## config.mk

```make
export PLATFORM = sky130hd
export DESIGN_NAME = nubus_slave_block_flat
export DESIGN_NICKNAME = d
export VERILOG_FILES = /design/src/rtl/nubus_pkg.sv /design/src/rtl/nubus_slave_block_if.sv /design/src/rtl/nubus_addr_decode.sv /design/src/rtl/nubus_slave_block.sv /design/src/flat_wrapper.sv
export SDC_FILE = /design/constraint.sdc
export NUM_CORES = 1
export LEC_CHECK = 0
export ABC_AREA = 1
export CORE_UTILIZATION = 46
export CTS_CLUSTER_SIZE = 30
export DETAILED_ROUTE_END_ITERATION = 16
export PLACE_DENSITY = 0.87
export SYNTH_ARGS = -nofsm -noshare
export SYNTH_HDL_FRONTEND = slang
export SYNTH_SLANG_ARGS = --single-unit
```

## constraint.sdc

```tcl
create_clock -name nub_clk -period 4.05 [get_ports nub_clk]
set_input_delay 0.6075 -clock nub_clk [delete_from_list [all_inputs] [get_ports nub_clk]]
set_output_delay 0.6075 -clock nub_clk [all_outputs]
set_load 0.01 [all_outputs]
```

## src/rtl/nubus_pkg.sv

```systemverilog
// Shared types and constants for the NuBus slave engine: FSM states,
// ack status codes, transfer-size codes and the block-length table.
package nubus_pkg;

  typedef enum logic [1:0] {
    S_IDLE,
    S_WDATA,
    S_MEM,
    S_ACK
  } state_t;

  // Ack status {tm1n, tm0n} as driven on the bus
  localparam logic [1:0] ST_COMPLETE = 2'b00;
  localparam logic [1:0] ST_ERROR    = 2'b01;
  localparam logic [1:0] ST_TIMEOUT  = 2'b10;
  localparam logic [1:0] ST_BEAT     = 2'b11;

  // Size codes {tm0n, a[1:0]}; any code with tm0n=0 is a byte access
  localparam logic [2:0] SZ_WORD    = 3'b100;
  localparam logic [2:0] SZ_BLOCK   = 3'b101;
  localparam logic [2:0] SZ_HALF_LO = 3'b110;
  localparam logic [2:0] SZ_HALF_HI = 3'b111;

  typedef struct packed {
    logic       ok;
    logic [3:0] lanes;
    logic [3:0] beats_m1;
  } size_t;

  // Block code a[5:2] to (beats - 1); the result doubles as the wrap mask.
  // Zero marks an illegal code.
  function automatic logic [3:0] block_beats_m1(input logic [3:0] code);
    case (code)
      4'b0001: return 4'd1;
      4'b0010: return 4'd3;
      4'b0100: return 4'd7;
      4'b1000: return 4'd15;
      default: return 4'd0;
    endcase
  endfunction

  function automatic size_t decode_size(input logic tm0n, input logic [5:0] a_lo);
    size_t r;
    r.ok       = 1'b1;
    r.lanes    = 4'b1111;
    r.beats_m1 = 4'd0;
    if (!tm0n) begin
      r.lanes = 4'b0001 << a_lo[1:0];
    end else begin
      case ({tm0n, a_lo[1:0]})
        SZ_WORD:    r.lanes = 4'b1111;
        SZ_HALF_LO: r.lanes = 4'b0011;
        SZ_HALF_HI: r.lanes = 4'b1100;
        SZ_BLOCK: begin
          r.beats_m1 = block_beats_m1(a_lo[5:2]);
          r.ok       = (r.beats_m1 != 4'd0);
        end
        default: r.ok = 1'b0;
      endcase
    end
    return r;
  endfunction

endpackage

```

## src/rtl/nubus_slave_block_if.sv

```systemverilog
// NuBus-side and card-memory-side signals of the slave engine.
// The slave modport is the engine's view; master is the pads/memory view.
interface nubus_slave_block_if;
  logic        nub_startn_i;
  logic        nub_tm1n_i;
  logic        nub_tm0n_i;
  logic [31:0] nub_adn_i;
  logic        slv_ackn_o;
  logic        slv_tm1n_o;
  logic        slv_tm0n_o;
  logic [31:0] slv_adn_o;
  logic        slv_adoe_o;
  logic        slv_ctloe_o;
  logic        mem_valid;
  logic [31:0] mem_addr;
  logic [31:0] mem_wdata;
  logic [3:0]  mem_write;
  logic        mem_ready;
  logic [31:0] mem_rdata;

  modport slave (
    input  nub_startn_i, nub_tm1n_i, nub_tm0n_i, nub_adn_i, mem_ready, mem_rdata,
    output slv_ackn_o, slv_tm1n_o, slv_tm0n_o, slv_adn_o, slv_adoe_o, slv_ctloe_o,
           mem_valid, mem_addr, mem_wdata, mem_write
  );

  modport master (
    output nub_startn_i, nub_tm1n_i, nub_tm0n_i, nub_adn_i, mem_ready, mem_rdata,
    input  slv_ackn_o, slv_tm1n_o, slv_tm0n_o, slv_adn_o, slv_adoe_o, slv_ctloe_o,
           mem_valid, mem_addr, mem_wdata, mem_write
  );
endinterface

```

## src/rtl/nubus_addr_decode.sv

```systemverilog
// Combinational slot / expansion-window match on the true address a[31:24].
// Slot space has priority; among windows the lowest index wins.
module nubus_addr_decode #(
  parameter logic [3:0]             SLOTS_ADDRESS = 4'hF,
  parameter int                     N_WINDOWS     = 2,
  parameter logic [8*N_WINDOWS-1:0] WIN_BASE      = {N_WINDOWS{8'h00}},
  parameter logic [8*N_WINDOWS-1:0] WIN_MASK      = {N_WINDOWS{8'hC0}}
) (
  input  logic [3:0]           idn,
  input  logic [7:0]           a_hi,
  output logic                 hit,
  output logic [N_WINDOWS-1:0] win
);

  // Scan windows from the top down so the lowest matching index is kept
  always_comb begin
    hit = 1'b0;
    win = '0;
    if (a_hi == {SLOTS_ADDRESS, ~idn}) begin
      hit = 1'b1;
    end else begin
      for (int i = N_WINDOWS - 1; i >= 0; i--) begin
        if ((a_hi & WIN_MASK[8*i +: 8]) == (WIN_BASE[8*i +: 8] & WIN_MASK[8*i +: 8])) begin
          hit    = 1'b1;
          win    = '0;
          win[i] = 1'b1;
        end
      end
    end
  end

endmodule

```

## src/rtl/nubus_slave_block.sv

```systemverilog
// NuBus slave engine: decodes slot/window space, sizes byte lanes, runs
// single and wrapping block transfers against the card memory bus and
// returns NuBus completion status.
// Build option NUBUS_SLAVE_TIMEOUT_EN: abort a memory access with TIMEOUT
// status after TIMEOUT_CYCLES cycles without mem_ready.
module nubus_slave_block
  import nubus_pkg::*;
#(
  parameter logic [3:0]             SLOTS_ADDRESS  = 4'hF,
  parameter int                     N_WINDOWS      = 2,
  parameter logic [8*N_WINDOWS-1:0] WIN_BASE       = {N_WINDOWS{8'h00}},
  parameter logic [8*N_WINDOWS-1:0] WIN_MASK       = {N_WINDOWS{8'hC0}},
  parameter int                     TIMEOUT_CYCLES = 255
) (
  input  logic                 nub_clk,
  input  logic                 nub_reset,
  input  logic [3:0]           nub_idn,
  nubus_slave_block_if.slave   bus,
  output logic                 slv_busy_o,
  output logic [N_WINDOWS-1:0] slv_win_o
);

`ifdef NUBUS_SLAVE_TIMEOUT_EN
  localparam bit TIMEOUT_EN = 1'b1;
`else
  localparam bit TIMEOUT_EN = 1'b0;
`endif

  state_t                 state_q, state_d;
  logic [31:0]            addr_q, addr_d;
  logic [31:0]            wdata_q, wdata_d;
  logic [31:0]            rdata_q, rdata_d;
  logic [3:0]             lanes_q, lanes_d;
  logic                   write_q, write_d;
  logic [1:0]             status_q, status_d;
  logic [3:0]             beats_q, beats_d;
  logic [3:0]             mask_q, mask_d;
  logic [N_WINDOWS-1:0]   win_q, win_d;
  logic [15:0]            cnt_q, cnt_d;

  logic [31:0]            a_in;
  logic                   hit;
  logic [N_WINDOWS-1:0]   win_hit;
  size_t                  sz;

  assign a_in = ~bus.nub_adn_i;
  assign sz   = decode_size(bus.nub_tm0n_i, a_in[5:0]);

  nubus_addr_decode #(
    .SLOTS_ADDRESS (SLOTS_ADDRESS),
    .N_WINDOWS     (N_WINDOWS),
    .WIN_BASE      (WIN_BASE),
    .WIN_MASK      (WIN_MASK)
  ) u_decode (
    .idn  (nub_idn),
    .a_hi (a_in[31:24]),
    .hit  (hit),
    .win  (win_hit)
  );

  // State and transaction context registers
  always_ff @(posedge nub_clk) begin
    if (nub_reset) begin
      state_q  <= S_IDLE;
      addr_q   <= '0;
      wdata_q  <= '0;
      rdata_q  <= '0;
      lanes_q  <= '0;
      write_q  <= 1'b0;
      status_q <= ST_BEAT;
      beats_q  <= '0;
      mask_q   <= '0;
      win_q    <= '0;
      cnt_q    <= '0;
    end else begin
      state_q  <= state_d;
      addr_q   <= addr_d;
      wdata_q  <= wdata_d;
      rdata_q  <= rdata_d;
      lanes_q  <= lanes_d;
      write_q  <= write_d;
      status_q <= status_d;
      beats_q  <= beats_d;
      mask_q   <= mask_d;
      win_q    <= win_d;
      cnt_q    <= cnt_d;
    end
  end

  // Next-state and context update: start decode, data capture, beat sequencing
  always_comb begin
    state_d  = state_q;
    addr_d   = addr_q;
    wdata_d  = wdata_q;
    rdata_d  = rdata_q;
    lanes_d  = lanes_q;
    write_d  = write_q;
    status_d = status_q;
    beats_d  = beats_q;
    mask_d   = mask_q;
    win_d    = win_q;
    cnt_d    = cnt_q;
    case (state_q)
      S_IDLE: begin
        if (!bus.nub_startn_i && hit) begin
          addr_d  = {a_in[31:2], 2'b00};
          write_d = !bus.nub_tm1n_i;
          lanes_d = sz.lanes;
          beats_d = sz.beats_m1;
          mask_d  = sz.beats_m1;
          win_d   = win_hit;
          cnt_d   = '0;
          if (!sz.ok) begin
            status_d = ST_ERROR;
            state_d  = S_ACK;
          end else if (!bus.nub_tm1n_i) begin
            state_d = S_WDATA;
          end else begin
            state_d = S_MEM;
          end
        end
      end
      S_WDATA: begin
        wdata_d = ~bus.nub_adn_i;
        cnt_d   = '0;
        state_d = S_MEM;
      end
      S_MEM: begin
        if (bus.mem_ready) begin
          if (!write_q) rdata_d = bus.mem_rdata;
          status_d = (beats_q == 4'd0) ? ST_COMPLETE : ST_BEAT;
          state_d  = S_ACK;
        end else if (TIMEOUT_EN && (cnt_q == 16'(TIMEOUT_CYCLES - 1))) begin
          status_d = ST_TIMEOUT;
          state_d  = S_ACK;
        end else begin
          cnt_d = cnt_q + 16'd1;
        end
      end
      S_ACK: begin
        if (status_q == ST_BEAT) begin
          beats_d     = beats_q - 4'd1;
          addr_d[5:2] = (addr_q[5:2] & ~mask_q) | ((addr_q[5:2] + 4'd1) & mask_q);
          cnt_d       = '0;
          state_d     = write_q ? S_WDATA : S_MEM;
        end else begin
          state_d = S_IDLE;
        end
      end
      default: state_d = S_IDLE;
    endcase
  end

  // Bus and memory strobes decoded from the current state
  always_comb begin
    bus.slv_ackn_o  = 1'b1;
    bus.slv_tm1n_o  = 1'b1;
    bus.slv_tm0n_o  = 1'b1;
    bus.slv_adoe_o  = 1'b0;
    bus.slv_ctloe_o = 1'b0;
    bus.mem_valid   = 1'b0;
    bus.mem_write   = 4'b0000;
    case (state_q)
      S_MEM: begin
        bus.mem_valid = 1'b1;
        bus.mem_write = write_q ? lanes_q : 4'b0000;
      end
      S_ACK: begin
        bus.slv_ackn_o  = 1'b0;
        bus.slv_tm1n_o  = status_q[1];
        bus.slv_tm0n_o  = status_q[0];
        bus.slv_ctloe_o = 1'b1;
        bus.slv_adoe_o  = !write_q;
      end
      default: ;
    endcase
  end

  assign bus.slv_adn_o = ~rdata_q;
  assign bus.mem_addr  = addr_q;
  assign bus.mem_wdata = wdata_q;
  assign slv_busy_o    = (state_q != S_IDLE);
  assign slv_win_o     = win_q;

endmodule

```

## src/flat_wrapper.sv

```systemverilog
// flat-port wrapper written by rule: the top's interface ports become plain ports
module nubus_slave_block_flat import nubus_pkg::*;
#(
  parameter logic [3:0]             SLOTS_ADDRESS  = 4'hF,
  parameter int                     N_WINDOWS      = 2,
  parameter logic [8*N_WINDOWS-1:0] WIN_BASE       = {N_WINDOWS{8'h00}},
  parameter logic [8*N_WINDOWS-1:0] WIN_MASK       = {N_WINDOWS{8'hC0}},
  parameter int                     TIMEOUT_CYCLES = 255
)
  (nub_clk, nub_reset, nub_idn, slv_busy_o, slv_win_o, bus_nub_startn_i, bus_nub_tm1n_i, bus_nub_tm0n_i, bus_nub_adn_i, bus_mem_ready, bus_mem_rdata, bus_slv_ackn_o, bus_slv_tm1n_o, bus_slv_tm0n_o, bus_slv_adn_o, bus_slv_adoe_o, bus_slv_ctloe_o, bus_mem_valid, bus_mem_addr, bus_mem_wdata, bus_mem_write);
  nubus_slave_block_if bus_i ();
  input  logic nub_clk;
  input  logic nub_reset;
  input  logic [3:0] nub_idn;
  output logic slv_busy_o;
  output logic [N_WINDOWS-1:0] slv_win_o;
  input wire logic [$bits(bus_i.nub_startn_i)-1:0] bus_nub_startn_i;
  input wire logic [$bits(bus_i.nub_tm1n_i)-1:0] bus_nub_tm1n_i;
  input wire logic [$bits(bus_i.nub_tm0n_i)-1:0] bus_nub_tm0n_i;
  input wire logic [$bits(bus_i.nub_adn_i)-1:0] bus_nub_adn_i;
  input wire logic [$bits(bus_i.mem_ready)-1:0] bus_mem_ready;
  input wire logic [$bits(bus_i.mem_rdata)-1:0] bus_mem_rdata;
  output wire logic [$bits(bus_i.slv_ackn_o)-1:0] bus_slv_ackn_o;
  output wire logic [$bits(bus_i.slv_tm1n_o)-1:0] bus_slv_tm1n_o;
  output wire logic [$bits(bus_i.slv_tm0n_o)-1:0] bus_slv_tm0n_o;
  output wire logic [$bits(bus_i.slv_adn_o)-1:0] bus_slv_adn_o;
  output wire logic [$bits(bus_i.slv_adoe_o)-1:0] bus_slv_adoe_o;
  output wire logic [$bits(bus_i.slv_ctloe_o)-1:0] bus_slv_ctloe_o;
  output wire logic [$bits(bus_i.mem_valid)-1:0] bus_mem_valid;
  output wire logic [$bits(bus_i.mem_addr)-1:0] bus_mem_addr;
  output wire logic [$bits(bus_i.mem_wdata)-1:0] bus_mem_wdata;
  output wire logic [$bits(bus_i.mem_write)-1:0] bus_mem_write;
  assign bus_i.nub_startn_i = bus_nub_startn_i;
  assign bus_i.nub_tm1n_i = bus_nub_tm1n_i;
  assign bus_i.nub_tm0n_i = bus_nub_tm0n_i;
  assign bus_i.nub_adn_i = bus_nub_adn_i;
  assign bus_i.mem_ready = bus_mem_ready;
  assign bus_i.mem_rdata = bus_mem_rdata;
  assign bus_slv_ackn_o = bus_i.slv_ackn_o;
  assign bus_slv_tm1n_o = bus_i.slv_tm1n_o;
  assign bus_slv_tm0n_o = bus_i.slv_tm0n_o;
  assign bus_slv_adn_o = bus_i.slv_adn_o;
  assign bus_slv_adoe_o = bus_i.slv_adoe_o;
  assign bus_slv_ctloe_o = bus_i.slv_ctloe_o;
  assign bus_mem_valid = bus_i.mem_valid;
  assign bus_mem_addr = bus_i.mem_addr;
  assign bus_mem_wdata = bus_i.mem_wdata;
  assign bus_mem_write = bus_i.mem_write;
  nubus_slave_block #(.SLOTS_ADDRESS(SLOTS_ADDRESS), .N_WINDOWS(N_WINDOWS), .WIN_BASE(WIN_BASE), .WIN_MASK(WIN_MASK), .TIMEOUT_CYCLES(TIMEOUT_CYCLES)) u_core (.nub_clk(nub_clk), .nub_reset(nub_reset), .nub_idn(nub_idn), .bus(bus_i), .slv_busy_o(slv_busy_o), .slv_win_o(slv_win_o));
endmodule
```

==> impl_metrics.tcl <==
set metrics [dict create \
    cts_hold_buf 0 \
    worstPathRequired_ns 3.44 \
    ys_types 29 \
    fin_cells 869 \
    post_drt_wl_per_cell_um 13.9 \
    final.min_clock_period_ns 2.74 \
    hp-start "u_core.bus.mem_addr[31]" \
    cp_slowest_cell "clkdlybuf4s50_1" \
    routed_wl_um 12000 \
    crit_fanout 14 \
    clock.fmax_mhz 366 \
    worstHoldPathType "reg -> reg" \
    internal_power_w 0.00158 \
    yosysWarnings 0 \
    cp.buffers_inverters 2 \
    vias 4393 \
    core_mm2 0.00933 \
    crit_path_cell_trace "nand2_1 -> inv_1 -> clkdlybuf4s50_1" \
    ys_seq_elements 112 \
    fill_cells 751 \
    htreeDepth 3 \
    hold_viol 0 \
    reg2reg_from "u_core.state_q[1]" \
    buffer_ports.inserted 179 \
    leakagePower_nw 2.41 \
    cts_tree "yes" \
    relSlewSlack 0.231 \
    fin_crit_sh 0.675 \
    startpoint_type "flop" \
    reg2regPathDepth 7 \
    rrSetupSlack_ns 1.82 \
    track_usage 0.239 \
    clock_latency_ns 0.37 \
    first_global_vias 4094 \
    syn_area_mm2 0.00446 \
    worstPathArrival_ns 2.13 \
    grt_max_degree 78 \
    fin_nets 811 \
    worstMarginPinSlew_ns 1.15 \
    setup_tns_ns 0 \
    irDropWorstVdd_mv 0.211 \
    grt.overflow.total 0 \
    cts_setup_buffers 0 \
    io_pins 183 \
    setup_viol 0 \
    timing.hold.ws_ns 0.453 \
    drv_cap 0 \
    outcome "finished clean" \
    die-area_mm2 0.0101 \
    die_y_um 100 \
    comb_power_share 0.169 \
    rows 35 \
    initialDrtViolationCount 224 \
    cts_resized 0 \
    syn_to_final_growth_pct 44.3 \
    grt_pass1_wl_um 19100 \
    power_switching_w 0.000591 \
    end_kind "output port" \
    crit_family "buffers and inverters" \
    pwr-share-clk 0.285 \
    start_util 0.478 \
    crit_path_max_incr_delay_ns 0.61 \
    sw_frac_of_total 0.272 \
    clockBufferDepth 2 \
    seqPwrFrac 0.546 \
    ys_seq_area_frac 0.503 \
    numCtsBuffers 9 \
    placed_cells 853 \
    viasPerCell 5.06 \
    rsz0062_at_grt "false" \
    antenna_cells 0 \
    skew_ns 0.0141 \
    critical_path_class "reg -> out" \
    setup_slack_ns 1.31 \
    syn_area_per_cell_um2 7.72 \
    drive_gt1_frac 0.0432 \
    clk_pin_slew_worst_paths_ns 0.10 \
    gp_congestion 0.854 \
    r2r-end "u_core.beats_q[2]" \
    hold_end "u_core.bus.mem_addr[31]" \
    synthCells 578 \
    hpwl_um 8620 \
    ant_nets 0 \
    root_buffer "clkbuf_8" \
    dieWidth_um 100 \
    slew_viol_final 0 \
    place_ws_ns 1.33 \
    detail_route.first_pass.iterations 5 \
    grt_antenna_before_repair 0 \
    holdPathStages 2 \
    drc 0 \
    powerDensity_mw_per_mm2 337 \
    clkSinkCount 112 \
]
-- worst reg2reg max path, delay by kind of cell, from the launching register on --
family	cells	cell delay [ns]
compound gates	1	0.10
simple gates	5	1.16
buf+inv	1	0.39
flops	1	0.47
-- registers in the layout, summed over array words and instances, names as in the netlist, named ones only --
signal,cells
u_core.mask_q,4
u_core.state_q,2
u_core.rdata_q,32
u_core.slv_win_o,1
u_core.bus.mem_addr,27
u_core.beats_q,4
u_core.status_q,2
u_core.bus.mem_wdata,32
u_core.lanes_q,4
u_core.write_q,1
-- power groups by stage --
stage                     Sequential (W)  Clock, W  Combinational, W
after floorplan                  0.00122         0          0.000148
after global placement           0.00121         0          0.000358
after detailed placement         0.00121         0          0.000366
after CTS                        0.00118  0.000632          0.000368
after global routing             0.00119  0.000677          0.000403
final                            0.00118  0.000618          0.000368
-- layer usage --
layer	wire (um)	vias to the layer above	global-route usage
li1	-	2186	-
met1	5010	1980	0.281
met2	5600	206	0.401
met3	1210	21	0.0818
met4	221	0	0.0903
met5	0	-	0
-- layout make-up --
| class | count | area [um2] | area share |
|---|---|---|---|
| Clock inverter | 6 | 51.3 | 0.00797 |
| Clock buffer | 10 | 128 | 0.0198 |
| Timing Repair Buffer | 181 | 1810 | 0.281 |
| Tap cell | 129 | 161 | 0.0251 |
| Inverter | 70 | 263 | 0.0408 |
| Sequential cell | 112 | 2240 | 0.348 |
| Multi-Input combinational cell | 361 | 1790 | 0.277 |
-- worst max path at each step --
| stage | start | to | slack, ns | cells after the start |
|---|---|---|---|---|
| after global placement | nub_reset | u_core.rdata_q[12] | 1.36 | 5 |
| final | u_core.state_q[1] | bus_slv_ctloe_o | 1.31 | 3 |
| after detailed placement | nub_reset | u_core.rdata_q[12] | 1.33 | 5 |
| after CTS | u_core.state_q[1] | bus_slv_ctloe_o | 1.31 | 3 |
| after floorplan | u_core.state_q[1] | bus_slv_tm0n_o | 2.41 | 3 |
| after global routing | u_core.state_q[1] | bus_slv_ctloe_o | 1.18 | 3 |
-- cell usage after synthesis --
library cell,count,share of area
inv_2,7,0.0059
o21ai_1,2,0.0022
buf_2,5,0.0056
nand3_1,21,0.024
clkbuf_1,25,0.021
nand2_2,1,0.0014
xnor2_1,3,0.0059
a31oi_1,1,0.0014
o22ai_1,1,0.0014
inv_1,63,0.053
buf_6,3,0.0076
a21oi_1,110,0.12
nor4b_1,1,0.0020
nor2_2,2,0.0028
nand2_1,74,0.062
conb_1,1,0.00084
nor3_1,5,0.0056
nor2_1,22,0.019
nand4_1,2,0.0028
or2_2,2,0.0028
xor2_1,3,0.0059
or2_0,21,0.029
o211ai_1,1,0.0017
o21ai_0,82,0.092
nand3_4,1,0.0039
dfxtp_1,112,0.50
ha_1,2,0.0056
nor3_2,1,0.0022
buf_4,4,0.0067
-- through the flow --
step	power [W]	instance area [um2]	util
2_1_floorplan	0.00137	4470	-
3_3_place_gp	0.00156	6260	0.671
3_5_place_dp	0.00157	6260	0.671
4_1_cts	0.00218	6440	0.690
5_1_grt	0.00227	6440	0.690
6_report	0.00217	6440	0.690
-- cell families (layout without fill, tap and decap cells) --
| kind of cell | count (synthesis) | in the layout | share of synthesized area |
|---|---|---|---|
| AO/OA/AOI/OAI | 197 | 197 | 0.222 |
| XOR/XNOR | 6 | 6 | 0.0118 |
| adder cells (fa/ha/maj) | 2 | 2 | 0.00561 |
| AND/OR/NAND/NOR | 153 | 153 | 0.157 |
| flip-flops | 112 | 112 | 0.503 |
| buffers and inverters | 107 | 267 | 0.0998 |
| other | 1 | 3 | 0.000840 |
-- placed cells by master (no fill, tap or decap), types with 2 or more instances in the layout --
cell type	Yosys	layout
o21ai_1	2	2
dfxtp_1	112	112
inv_2	7	8
xor2_1	3	3
or2_0	21	21
clkbuf_8	0	9
a21oi_1	110	110
xnor2_1	3	3
inv_1	63	62
or2_2	2	2
nand3_1	21	21
nand4_1	2	2
nand2_1	74	74
o21ai_0	82	82
nor3_1	5	5
nor2_1	22	22
conb_1	1	3
clkinv_4	0	3
ha_1	2	2
buf_4	4	2
clkdlybuf4s50_1	0	179
Power figures use the tool's default switching activity.
